## config.mk

```make
export PLATFORM = sky130hd
export DESIGN_NAME = frustum_param_sequencer
export DESIGN_NICKNAME = d
export VERILOG_FILES = /design/src/rtl/frustum_param_sequencer.sv
export SDC_FILE = /design/constraint.sdc
export NUM_CORES = 1
export LEC_CHECK = 0
export CAP_MARGIN = 40
export CORE_MARGIN = 2
export CORE_UTILIZATION = 46
export DETAILED_ROUTE_END_ITERATION = 6
export DONT_BUFFER_PORTS = 1
export SLEW_MARGIN = 40
export SYNTH_ARGS = -nofsm -noshare
export SYNTH_HDL_FRONTEND = slang
export SYNTH_SLANG_ARGS = --single-unit
```

## constraint.sdc

```tcl
create_clock -name pixel_clk_in -period 7.8 [get_ports pixel_clk_in]
set_clock_uncertainty 0.15 [all_clocks]
set_input_delay 0.39 -clock pixel_clk_in [delete_from_list [all_inputs] [get_ports pixel_clk_in]]
set_output_delay 0.39 -clock pixel_clk_in [all_outputs]
set_load 0.01 [all_outputs]
```

## src/rtl/frustum_param_sequencer.sv

```systemverilog
// Per-frame camera position and ground-plane frustum corner generator. One shared
// cos/sin lookup and one 16x16 multiplier are sequenced during vertical blanking.
module frustum_param_sequencer #(
    parameter int unsigned HALF_FOV    = 55,
    parameter int unsigned BALL_DEPTH  = 7,
    parameter int unsigned NEAR_MAG    = 5,
    parameter int unsigned FAR_MAG     = 110,
    parameter int unsigned LUT_LATENCY = 1
) (
    input  logic        pixel_clk_in,
    input  logic        rst_n_in,
    input  logic        frame_start_in,
    input  logic [15:0] ballx_in,
    input  logic [15:0] bally_in,
    input  logic [15:0] angle_in,
    output logic [15:0] lut_angle_out,
    input  logic [15:0] lut_cos_abs_in,
    input  logic [15:0] lut_sin_abs_in,
    input  logic        lut_cos_sign_in,
    input  logic        lut_sin_sign_in,
    output logic [15:0] cam_x_out,
    output logic [15:0] cam_y_out,
    output logic [15:0] nearl_x_out,
    output logic [15:0] nearl_y_out,
    output logic [15:0] nearr_x_out,
    output logic [15:0] nearr_y_out,
    output logic [15:0] farl_x_out,
    output logic [15:0] farl_y_out,
    output logic [15:0] farr_x_out,
    output logic [15:0] farr_y_out,
    output logic        busy_out,
    output logic        params_valid_out,
    output logic        overrun_out,
    output logic        angle_err_out
);
    localparam int unsigned W         = 16;
    localparam int unsigned CW        = 8;
    localparam int unsigned N_TERMS   = 10;
    localparam int unsigned CAP_A     = 1 + LUT_LATENCY;
    localparam int unsigned CAP_R     = 2 + LUT_LATENCY;
    localparam int unsigned CAP_L     = 3 + LUT_LATENCY;
    localparam int unsigned MUL_FIRST = 3 + LUT_LATENCY;
    localparam int unsigned ACC_FIRST = 4 + LUT_LATENCY;
    localparam int unsigned COMMIT_AT = 14 + LUT_LATENCY;

    typedef enum logic [1:0] {S_IDLE, S_LUT, S_MUL, S_COMMIT} state_t;

    state_t        state, state_nx;
    logic [CW-1:0] cyc;
    logic [W-1:0]  ang, bx, by, term;
    logic [W-1:0]  cap_abs [6];
    logic [5:0]    cap_sgn;
    logic [W-1:0]  sh [N_TERMS];

    logic          start_c, mul_en_c, acc_en_c, add_c;
    logic [3:0]    mul_idx_c, acc_idx_c;
    logic [2:0]    mul_sel_c, acc_sel_c;
    logic [W-1:0]  ang_fix_c, ra_c, la_c, mul_k_c, base_c, acc_val_c;
    logic [2*W-1:0] prod_c;
    logic          unused_bits;

    assign unused_bits = ^{ballx_in[4:0], bally_in[4:0]};

    always_ff @(posedge pixel_clk_in or negedge rst_n_in) begin
        if (!rst_n_in) state <= S_IDLE;
        else           state <= state_nx;
    end

    always_comb begin
        state_nx = state;
        case (state)
            S_IDLE:   if (frame_start_in) state_nx = S_LUT;
            S_LUT:    if (cyc == CW'(CAP_L)) state_nx = S_MUL;
            S_MUL:    if (cyc == CW'(COMMIT_AT)) state_nx = S_COMMIT;
            S_COMMIT: state_nx = S_IDLE;
            default:  state_nx = S_IDLE;
        endcase
    end

    // Angle fixup and the right/left ray angles, wrapped into 0..359
    always_comb begin
        start_c   = (state == S_IDLE) && frame_start_in;
        ang_fix_c = (angle_in >= W'(360)) ? '0 : angle_in;
        ra_c = (ang >= W'(HALF_FOV)) ? ang - W'(HALF_FOV) : ang + W'(360 - HALF_FOV);
        la_c = (ang < W'(360 - HALF_FOV)) ? ang + W'(HALF_FOV) : ang - W'(360 - HALF_FOV);
    end

    // Operand select for the shared multiplier; products 6..9 reuse the far operands
    always_comb begin
        mul_en_c  = (state != S_IDLE) && (cyc >= CW'(MUL_FIRST))
                    && (cyc < CW'(MUL_FIRST + N_TERMS));
        mul_idx_c = 4'(cyc - CW'(MUL_FIRST));
        mul_sel_c = 3'((mul_idx_c >= 4'd6) ? mul_idx_c - 4'd4 : mul_idx_c);
        if (mul_idx_c < 4'd2)      mul_k_c = W'(BALL_DEPTH);
        else if (mul_idx_c < 4'd6) mul_k_c = W'(FAR_MAG);
        else                       mul_k_c = W'(NEAR_MAG);
        prod_c = 32'(mul_k_c) * 32'(cap_abs[mul_sel_c]);
    end

    // Accumulate: camera offsets from the ball, corners offset from the camera
    always_comb begin
        acc_en_c  = (state != S_IDLE) && (cyc >= CW'(ACC_FIRST))
                    && (cyc < CW'(ACC_FIRST + N_TERMS));
        acc_idx_c = 4'(cyc - CW'(ACC_FIRST));
        acc_sel_c = 3'((acc_idx_c >= 4'd6) ? acc_idx_c - 4'd4 : acc_idx_c);
        base_c    = acc_idx_c[0] ? sh[1] : sh[0];
        if (acc_idx_c < 4'd2) base_c = acc_idx_c[0] ? by : bx;
        // x terms add on a positive sign at the camera and subtract at corners; y is the mirror
        add_c     = ~acc_idx_c[0] ^ cap_sgn[acc_sel_c] ^ (acc_idx_c >= 4'd2);
        acc_val_c = add_c ? base_c + term : base_c - term;
    end

    always_ff @(posedge pixel_clk_in or negedge rst_n_in) begin
        if (!rst_n_in) begin
            cyc <= '0; ang <= '0; bx <= '0; by <= '0; term <= '0; cap_sgn <= '0;
            for (int i = 0; i < 6; i++) cap_abs[i] <= '0;
            for (int i = 0; i < N_TERMS; i++) sh[i] <= '0;
            lut_angle_out <= '0;
            cam_x_out <= '0;   cam_y_out <= '0;
            nearl_x_out <= '0; nearl_y_out <= '0; nearr_x_out <= '0; nearr_y_out <= '0;
            farl_x_out <= '0;  farl_y_out <= '0;  farr_x_out <= '0;  farr_y_out <= '0;
            busy_out <= 1'b0;  params_valid_out <= 1'b0;
            overrun_out <= 1'b0; angle_err_out <= 1'b0;
        end else begin
            busy_out         <= (state_nx != S_IDLE);
            params_valid_out <= (state_nx == S_COMMIT);
            if (frame_start_in && (state != S_IDLE)) overrun_out <= 1'b1;
            if (start_c) begin
                ang           <= ang_fix_c;
                bx            <= W'(ballx_in[15:5]) + W'(720);
                by            <= W'(bally_in[15:5]) + W'(720);
                lut_angle_out <= ang_fix_c;
                cyc           <= CW'(1);
                if (angle_in >= W'(360)) angle_err_out <= 1'b1;
            end else if (state != S_IDLE) begin
                cyc <= cyc + CW'(1);
                if (cyc == CW'(1)) lut_angle_out <= ra_c;
                if (cyc == CW'(2)) lut_angle_out <= la_c;
                if (cyc == CW'(CAP_A)) begin
                    cap_abs[0] <= lut_cos_abs_in; cap_abs[1] <= lut_sin_abs_in;
                    cap_sgn[1:0] <= {lut_sin_sign_in, lut_cos_sign_in};
                end
                if (cyc == CW'(CAP_R)) begin
                    cap_abs[4] <= lut_cos_abs_in; cap_abs[5] <= lut_sin_abs_in;
                    cap_sgn[5:4] <= {lut_sin_sign_in, lut_cos_sign_in};
                end
                if (cyc == CW'(CAP_L)) begin
                    cap_abs[2] <= lut_cos_abs_in; cap_abs[3] <= lut_sin_abs_in;
                    cap_sgn[3:2] <= {lut_sin_sign_in, lut_cos_sign_in};
                end
                if (mul_en_c) term <= W'(prod_c >> 5);
                if (acc_en_c) sh[acc_idx_c] <= acc_val_c;
                if ((state == S_MUL) && (state_nx == S_COMMIT)) begin
                    cam_x_out   <= sh[0]; cam_y_out   <= sh[1];
                    farl_x_out  <= sh[2]; farl_y_out  <= sh[3];
                    farr_x_out  <= sh[4]; farr_y_out  <= sh[5];
                    nearl_x_out <= sh[6]; nearl_y_out <= sh[7];
                    nearr_x_out <= sh[8]; nearr_y_out <= sh[9];
                end
            end
        end
    end
endmodule
```

-- After elaboration in Yosys (flattened, before gate mapping)
Index checks and enable logic that the tools add are counted.
- flip-flop bits (word level): 516
- input port bits: 85
- output and inout bits: 180
- add/subtract/negate cells: 13
- multipliers: 1
- magnitude comparators: 17
- eq/ne operators: 9
- multiplexer cells: 29
- bitwise operators: 6
- reduce and logical (&&, ||, !) cells: 21
- operators by type and width (operator ; number):
    16-bit two-way mux ; 14
    160-bit bitwise mux ; 1
    16-bit demux with 4-bit select ; 1
    16-bit binary-select mux with 3-bit select ; 1
    11-bit by 10-bit adder with 12-bit output (second input constant) ; 2
    16-bit by 16-bit multiplier with 21-bit output ; 1
    3-bit AND reduction ; 6
    16-bit adder ; 1
    16-bit by 6-bit adder with 16-bit output (second input constant) ; 1
    16-bit by 9-bit adder with 16-bit output (second input constant) ; 1
    8-bit by 2-bit equality test with 1-bit output (second input constant) ; 2
    16-bit by 6-bit >= comparator with 1-bit output (second input constant) ; 1
    16-bit by 9-bit >= comparator with 1-bit output (second input constant) ; 1
    8-bit by 3-bit >= comparator with 1-bit output (second input constant) ; 2
    16-bit by 9-bit < comparator with 1-bit output (second input constant) ; 1
    8-bit by 4-bit < comparator with 1-bit output (second input constant) ; 2
    8-bit two-way mux ; 2
    16-bit subtractor ; 1
    16-bit by 6-bit subtractor with 16-bit output (second input constant) ; 1
    16-bit by 9-bit subtractor with 16-bit output (second input constant) ; 1
    7-bit two-way mux ; 2
    8-bit by 1-bit adder with 8-bit output (second input constant) ; 1
    8-bit by 1-bit equality test with 1-bit output (second input constant) ; 1
    8-bit by 3-bit equality test with 1-bit output (second input constant) ; 1
    other kinds (27) ; 48

-- Logic depth before layout (Yosys ltp)
Gate-level depths: netlist of the first run.
- depth in word-level cells: 9
- depth in mapped cells: 30

-- Worst setup path after synthesis of the first run
Ideal clock, no wire load.
- path kind: register to register
- start: reg cyc[2]
- end: reg term[9]
- data arrival time: 6.596 ns
- required time: 7.519 ns
- slack: 0.923 ns
- cell stages (with the launch flop): 28
- buffers on the path: 1
- clock period less this slack: 6.877 ns
- cells stage by stage: dfrtp_1 -> buf_4 -> inv_1 -> ha_1 -> a21bo_2 -> and2_1 -> nor2_2 -> mux4_2 -> a22oi_1 -> inv_1 -> fa_1 -> inv_1 -> fa_1 -> inv_1 -> fa_1 -> inv_1 -> fa_1 -> inv_1 -> ha_1 -> a21o_1 -> a21oi_1 -> o21bai_1 -> a21o_1 -> a21oi_1 -> o41ai_2 -> a21oi_1 -> nor4b_1 -> or3_1
- longest elaborated chain between the ends: 8
- elaborated cells on any way between the ends: 18
- those cells by class: 2 x add/sub; 1 x mul; 5 x order compare; 6 x mux; 1 x bitwise; 3 x reduce/logical
- ends and longest elaborated chain (item ; line ; source):
    start: declaration ; 49 ; logic [CW-1:0] cyc;
    start signal: assignment ; 136 ; cyc <= cyc + CW'(1);
    4-bit by 3-bit subtractor with 4-bit output ; 92 ; mul_idx_c = 4'(cyc - CW'(MUL_FIRST));
    4-bit by 3-bit >= comparator with 1-bit output / 3-bit subtractor (equally long branches) ; 93 ; mul_sel_c = 3'((mul_idx_c >= 4'd6) ? mul_idx_c - 4'd4 : mul_idx_c);
    3-bit two-way mux ; 93 ;
    3-bit NOT with 4-bit output (not written as such) ; 97 ; prod_c = 32'(mul_k_c) * 32'(cap_abs[mul_sel_c]);
    16-bit binary-select mux with 3-bit select ; 97 ;
    16-bit two-way mux (not written as such) (2 in series) ; 97 ;
    16-bit by 16-bit multiplier with 21-bit output ; 97 ;
    end signal: assignment ; 151 ; if (mul_en_c) term <= W'(prod_c >> 5);
    end: declaration ; 50 ; logic [W-1:0] ang, bx, by, term;
Parallel ways exist; a longest one is shown, timed or not. The select of a mux whose other input is x is not followed.
A chain may end at the register's enable or synchronous reset.

-- Final worst setup path of the first run
- start: reg cyc[3]
- end: reg term[12]
- longest elaborated chain between the ends: 8
- elaborated cells on any way between the ends: 17
- those cells by class: 1 x add/sub; 1 x mul; 5 x order compare; 6 x mux; 1 x bitwise; 3 x reduce/logical
- ends and longest elaborated chain (item ; line):
    4-bit by 3-bit subtractor with 4-bit output ; 92
    4-bit by 3-bit >= comparator with 1-bit output ; 93
    3-bit two-way mux ; 93
    3-bit NOT with 4-bit output (not written as such) ; 97
    16-bit binary-select mux with 3-bit select ; 97
    16-bit two-way mux (not written as such) (2 in series) ; 97
    16-bit by 16-bit multiplier with 21-bit output ; 97
Parallel ways exist; a longest one is shown, timed or not. The select of a mux whose other input is x is not followed.

==> flow_metrics.tcl, run 1 <==
set metrics [dict create \
    post-cts-setup-buffer-count 0 \
    fin_crit_ns 7.121 \
    syn_area_per_cell_um2 11.90 \
    htree_levels 2 \
    port_buffers 0 \
    muxShareOfSynthArea_pct 18.18 \
    hold_path_class "input pin to asynchronous set/reset pin" \
    drive_above_1_share_pct 23.87 \
    ant_nets 0 \
    hold_ws_ns -0.6907 \
    synthArstFlopShare_pct 100.0 \
    synth_area_mm2 0.02496 \
    wl_mm 59.10 \
    violations "negative hold slack, max-slew violations" \
    max_stage_delay_ns 0.55 \
    synth-seq-area-share_pct 50.92 \
    dr.first_iter.drc_count 1119 \
    timing.fmax_mhz 140.4 \
    clk_pin_slew_ns 0.06 \
    maxCapViolations 0 \
    synth-adder-area-share_pct 7.749 \
    cp_top_family "adder cells" \
    synth_enable_flop_cells 0 \
    worstPathMaxFanout 7 \
    fillCellCount 4557 \
    clock_tree.root_cell "clkbuf_16" \
    cts_hold_buf 75 \
    cp-end-kind "flip-flop" \
    grt_pass1_wl_mm 94.57 \
    synthDominantCellAreaShare_pct 50.92 \
    outcome "complete, but fails checks" \
    yosys_register_bits 508 \
    firstDrtPassIters 5 \
    critical_path_depth 25 \
    die_h_um 237.0 \
    gp_congestion 0.8636 \
    dp_hpwl_mm 40.45 \
    path_common_cell "inv_1" \
    criticalPathCategory "flip-flop to flip-flop" \
    path_buf_inv 7 \
    start_util_pct 46.48 \
    synth-compound-area-share_pct 8.671 \
    coreArea_mm2 0.05371 \
    slew_headroom_pct -57.60 \
    nets 2376 \
    syn_nets 2307 \
    clock_latency_ns 0.62 \
    yosysTopAreaCell "dfrtp_1" \
    ios 265 \
    grt_setup_unrepaired "false" \
    vias 16000 \
    finalSetupViolCount 0 \
    synth_top_family_by_area "multiplexers" \
    die-area_mm2 0.05615 \
    synthCells 2098 \
    area_delta_synth_final_pct 13.87 \
    synth-main-ff-cell "dfrtp_1" \
    cts_tree "yes" \
    reg_top3 "sh x160, cap_abs x96" \
    grt_max_degree 509 \
    num_rows 85 \
    cp_slowest_cell "fa_1" \
    yosys-top-cells-area "dfrtp_1 (51%), mux2_2 (15%), fa_1 (4.1%)" \
    synth-simple-area-share_pct 8.616 \
    cp.arrival_ns 7.53 \
    yosys_warnings 0 \
    synthXorXnorAreaFrac_pct 2.697 \
    grt_pass1_vias 16500 \
    clock_path_buffers 3 \
    wl_per_cell_um 20.34 \
    grt.overflow.total 0 \
    tns_ns 0 \
    cts.sink_count 508 \
    worst_slew_pin_slew_ns 2.364 \
    maxSlewViolCount 302 \
    ff2ff_path_depth 25 \
    drc 0 \
    antenna_found_initial 8 \
    synth.most_common_cell "dfrtp_1" \
    critPathLaunchType "flip-flop" \
    numCtsBuffers 53 \
    ctsResizeCount 0 \
    synthDistinctLibCells 85 \
    fin_crit_sh_pct 91.30 \
    synth_common_cells "dfrtp_1 (508), mux2_2 (322), nand2_1 (250), o21ai_0 (166), inv_1 (97)" \
    largest_register "sh" \
    post_drt_via_cell_ratio 5.506 \
    largest_register_ffs 160 \
    track_usage_pct 21.35 \
    finalHoldViolations 508 \
    die_w_um 237.0 \
    cp_data_required_time_ns 8.21 \
]
metrics by stage:
step | worst slack, ns | area [um^2] | std cells | utilization (%) | hold slack (ns)
2_1_floorplan | 0.9228 | 24960 | 2098 | - | -0.05559
3_3_place_gp | 0.8509 | 25690 | 2728 | 47.84 | -0.02899
3_5_place_dp | 0.6814 | 25860 | 2733 | 48.14 | -0.02961
4_1_cts | 0.6935 | 28400 | 2904 | 52.89 | -0.7111
5_1_grt | 0.2130 | 28420 | 2905 | 52.92 | -0.7231
6_report | 0.6789 | 28430 | 2906 | 52.93 | -0.6907
placed cells by master (no fill, tap or decap), drive strengths merged, types with 7 or more instances in the layout:
| master | count |
|---|---|
| xor2 | 30 |
| or3 | 11 |
| ha | 73 |
| and2 | 38 |
| inv | 102 |
| nor3 | 16 |
| buf | 36 |
| fa | 51 |
| o21a | 8 |
| o31ai | 32 |
| nor2 | 65 |
| o21ai | 178 |
| nand2 | 250 |
| nand3 | 33 |
| mux2i | 27 |
| a21oi | 50 |
| dfrtp | 508 |
| and3 | 7 |
| clkinv | 12 |
| mux4 | 28 |
| mux2 | 323 |
| a211oi | 8 |
| xnor2 | 46 |
| nor4 | 8 |
| nor2b | 7 |
| nand2b | 8 |
| a21o | 16 |
| clkbuf | 76 |
| dlygate4sd3 | 75 |
final timing paths:
path                                        endpoint  slack, ns          startpoint
setup / recovery                term[12]$_DFFE_PN0P_       0.68  cyc[3]$_DFFE_PN0P_
hold / removal             angle_err_out$_DFFE_PN0P_      -0.69            rst_n_in
setup reg to reg                term[12]$_DFFE_PN0P_       0.68  cyc[3]$_DFFE_PN0P_
hold reg to reg                    sh[1]$_DFFE_PN0P_       0.32   sh[1]$_DFFE_PN0P_
max in group asynchronous         cyc[0]$_DFFE_PN0P_       5.99            rst_n_in
min in group pixel_clk_in          by[9]$_DFFE_PN0P_       0.06        bally_in[11]
kinds of logic (layout without fill, tap and decap cells):
kind of cell,count (synthesis),count (layout)
compound gates,345,345
xor+xnor,76,76
fa+ha+maj,124,124
buf+inv,196,306
flops,508,508
mux,378,378
other cells,0,2
simple gates,471,471
area by class of cell:
type,instances,area (um^2),area share (%)
clock inverter,20,234.0,0.8231
antenna,2,5.005,0.01761
inverter,99,371.6,1.307
multi-input combinational,1394,11570,40.69
timing repair buffer,111,1100,3.869
tap,696,870.8,3.064
clock buffer,76,1563,5.498
sequential,508,12720,44.73
layer usage:
metal / up-vias / wire length [um] / GRT usage (%)
met4: 4 / 1501 / 6.061
li1: 7462 / - / -
met1: 8101 / 26560 / 29.30
met2: 340 / 28010 / 34.45
met3: 92 / 3001 / 4.442
met5: - / 22 / 0
Power of run 1 is not shown: default switching activity piles up to over one toggle a cycle in this logic, so the estimate is an artifact.
==> inputs of run 2 (changes only) <==
==> constraint.sdc (replaced) <==
create_clock -name pixel_clk_in -period 7.8 [get_ports pixel_clk_in]
set_clock_uncertainty 0.15 [all_clocks]
set_input_delay 0 -clock pixel_clk_in [delete_from_list [all_inputs] [get_ports pixel_clk_in]]
set_output_delay 0 -clock pixel_clk_in [all_outputs]
set_load 0.01 [all_outputs]
==> flow_metrics.tcl, run 2 (same netlist as run 1, synthesis figures left out) <==
set metrics [dict create \
    wl_per_cell_um 19.84 \
    worst_slew_pin_slew_ns 1.878 \
    die_w_um 237.0 \
    clk_pin_slew_ns 0.06 \
    cts_hold_buf 159 \
    cts_tree "yes" \
    coreArea_mm2 0.05371 \
    critPathLaunchType "flip-flop" \
    numCtsBuffers 54 \
    tns_ns 0 \
    fin_crit_ns 7.132 \
    num_rows 85 \
    grt_setup_unrepaired "false" \
    antenna_found_initial 5 \
    largest_register_ffs 160 \
    htree_levels 2 \
    ant_nets 0 \
    drc 0 \
    grt_pass1_vias 17020 \
    fin_crit_sh_pct 91.43 \
    grt_max_degree 509 \
    fin_area_mm2 0.02929 \
    criticalPathCategory "flip-flop to flip-flop" \
    clock_tree.root_cell "clkbuf_16" \
    dr.first_iter.drc_count 1198 \
    gp_congestion 0.8730 \
    maxCapViolations 0 \
    slew_headroom_pct -25.17 \
    maxSlewViolCount 249 \
    cp.arrival_ns 7.49 \
    firstDrtPassIters 5 \
    die_h_um 237.0 \
    post_drt_via_cell_ratio 5.459 \
    clock_latency_ns 0.63 \
    ctsResizeCount 0 \
    largest_register "sh" \
    post-cts-setup-buffer-count 0 \
    hold_path_class "input pin to asynchronous set/reset pin" \
    area_delta_synth_final_pct 17.32 \
    hold_ws_ns -1.082 \
    wl_mm 59.41 \
    finalHoldViolations 508 \
    dpl_cell_area_mm2 0.02583 \
    track_usage_pct 21.62 \
    nets 2461 \
    outcome "complete, but fails checks" \
    port_buffers 0 \
    finalSetupViolCount 0 \
    die-area_mm2 0.05615 \
    start_util_pct 46.48 \
    grt_pass1_wl_mm 96.26 \
    vias 16350 \
    reg_top3 "sh x160, cap_abs x96" \
    violations "negative hold slack, max-slew violations" \
    most-common-layout-cells "dfrtp_1 (507), mux2_2 (322), nand2_1 (239)" \
    fin_util_pct 54.53 \
    drive_above_1_share_pct 22.88 \
    cts.sink_count 508 \
    cp-end-kind "flip-flop" \
    dp_hpwl_mm 40.66 \
    final_common_cell "dfrtp_1" \
    cp_data_required_time_ns 8.15 \
    worstPathMaxFanout 7 \
    ios 265 \
    grt.overflow.total 0 \
    timing.fmax_mhz 140.2 \
    clock_path_buffers 3 \
]
[run 2: critical path: stages, from the launching register on]
cell      delay (ns)
dfrtp_1         0.47
inv_2           0.14
ha_1            0.35
a21bo_2         0.27
and2_1          0.19
nor2_2          0.34
mux4_2          0.37
a22oi_1         0.19
buf_4           0.17
inv_1           0.08
fa_1            0.53
inv_1           0.05
fa_1            0.47
inv_1           0.05
fa_1            0.52
inv_1           0.05
fa_1            0.53
inv_1           0.04
ha_1            0.35
a21o_1          0.20
a21oi_1         0.20
o21bai_1        0.09
a21o_1          0.17
a21oi_1         0.17
o41ai_2         0.11
a21oi_1         0.29
nor4b_1         0.09
or3_1           0.37
[run 2: path summary, 6_finish.rpt]
| path | endpoint | startpoint | slack [ns] | depth (start not counted) |
|---|---|---|---|---|
| min reg2reg | sh[68]$_DFFE_PN0P_ | sh[68]$_DFFE_PN0P_ | 0.32 | 2 |
| max reg2reg | term[9]$_DFFE_PN0P_ | cyc[3]$_DFFE_PN0P_ | 0.67 | 27 |
| max | term[9]$_DFFE_PN0P_ | cyc[3]$_DFFE_PN0P_ | 0.67 | 27 |
| max in group asynchronous | cyc[0]$_DFFE_PN0P_ | rst_n_in | 6.83 | 0 |
| min in group pixel_clk_in | cap_abs[94]$_DFFE_PN0P_ | lut_cos_abs_in[14] | 0.04 | 2 |
| min | lut_angle_out[1]$_DFFE_PN0P_ | rst_n_in | -1.08 | 0 |
[run 2: layout make-up]
| class | instances | area, um^2 |
|---|---|---|
| Inverter | 99 | 371.6 |
| Fill cell | 4481 | 24420 |
| Clock buffer | 76 | 1534 |
| Antenna cell | 3 | 7.507 |
| Clock inverter | 23 | 309.0 |
| Multi-Input combinational cell | 1394 | 11560 |
| Timing Repair Buffer | 195 | 1921 |
| Tap cell | 696 | 870.8 |
| Sequential cell | 508 | 12720 |
[run 2: per-stage QoR]
step	std cells	setup WS, ns
detailed placement	2733	0.6887
floorplan	2098	0.9228
global route	2994	0.3209
CTS	2991	0.6965
global placement	2729	0.8370
finish	2994	0.6681
[run 2: metal layers]
| layer | vias to the layer above | track usage [%] | part of all wire, % | wire, um |
|---|---|---|---|---|
| li1 | 7632 | - | - | - |
| met1 | 8258 | 30.09 | 45 | 26760 |
| met2 | 359 | 35.32 | 48 | 28510 |
| met3 | 94 | 3.299 | 4.6 | 2730 |
| met4 | 2 | 6.099 | 2.4 | 1398 |
| met5 | - | 0 | 0.012 | 7 |
Power of run 2 is left out for the same reason.
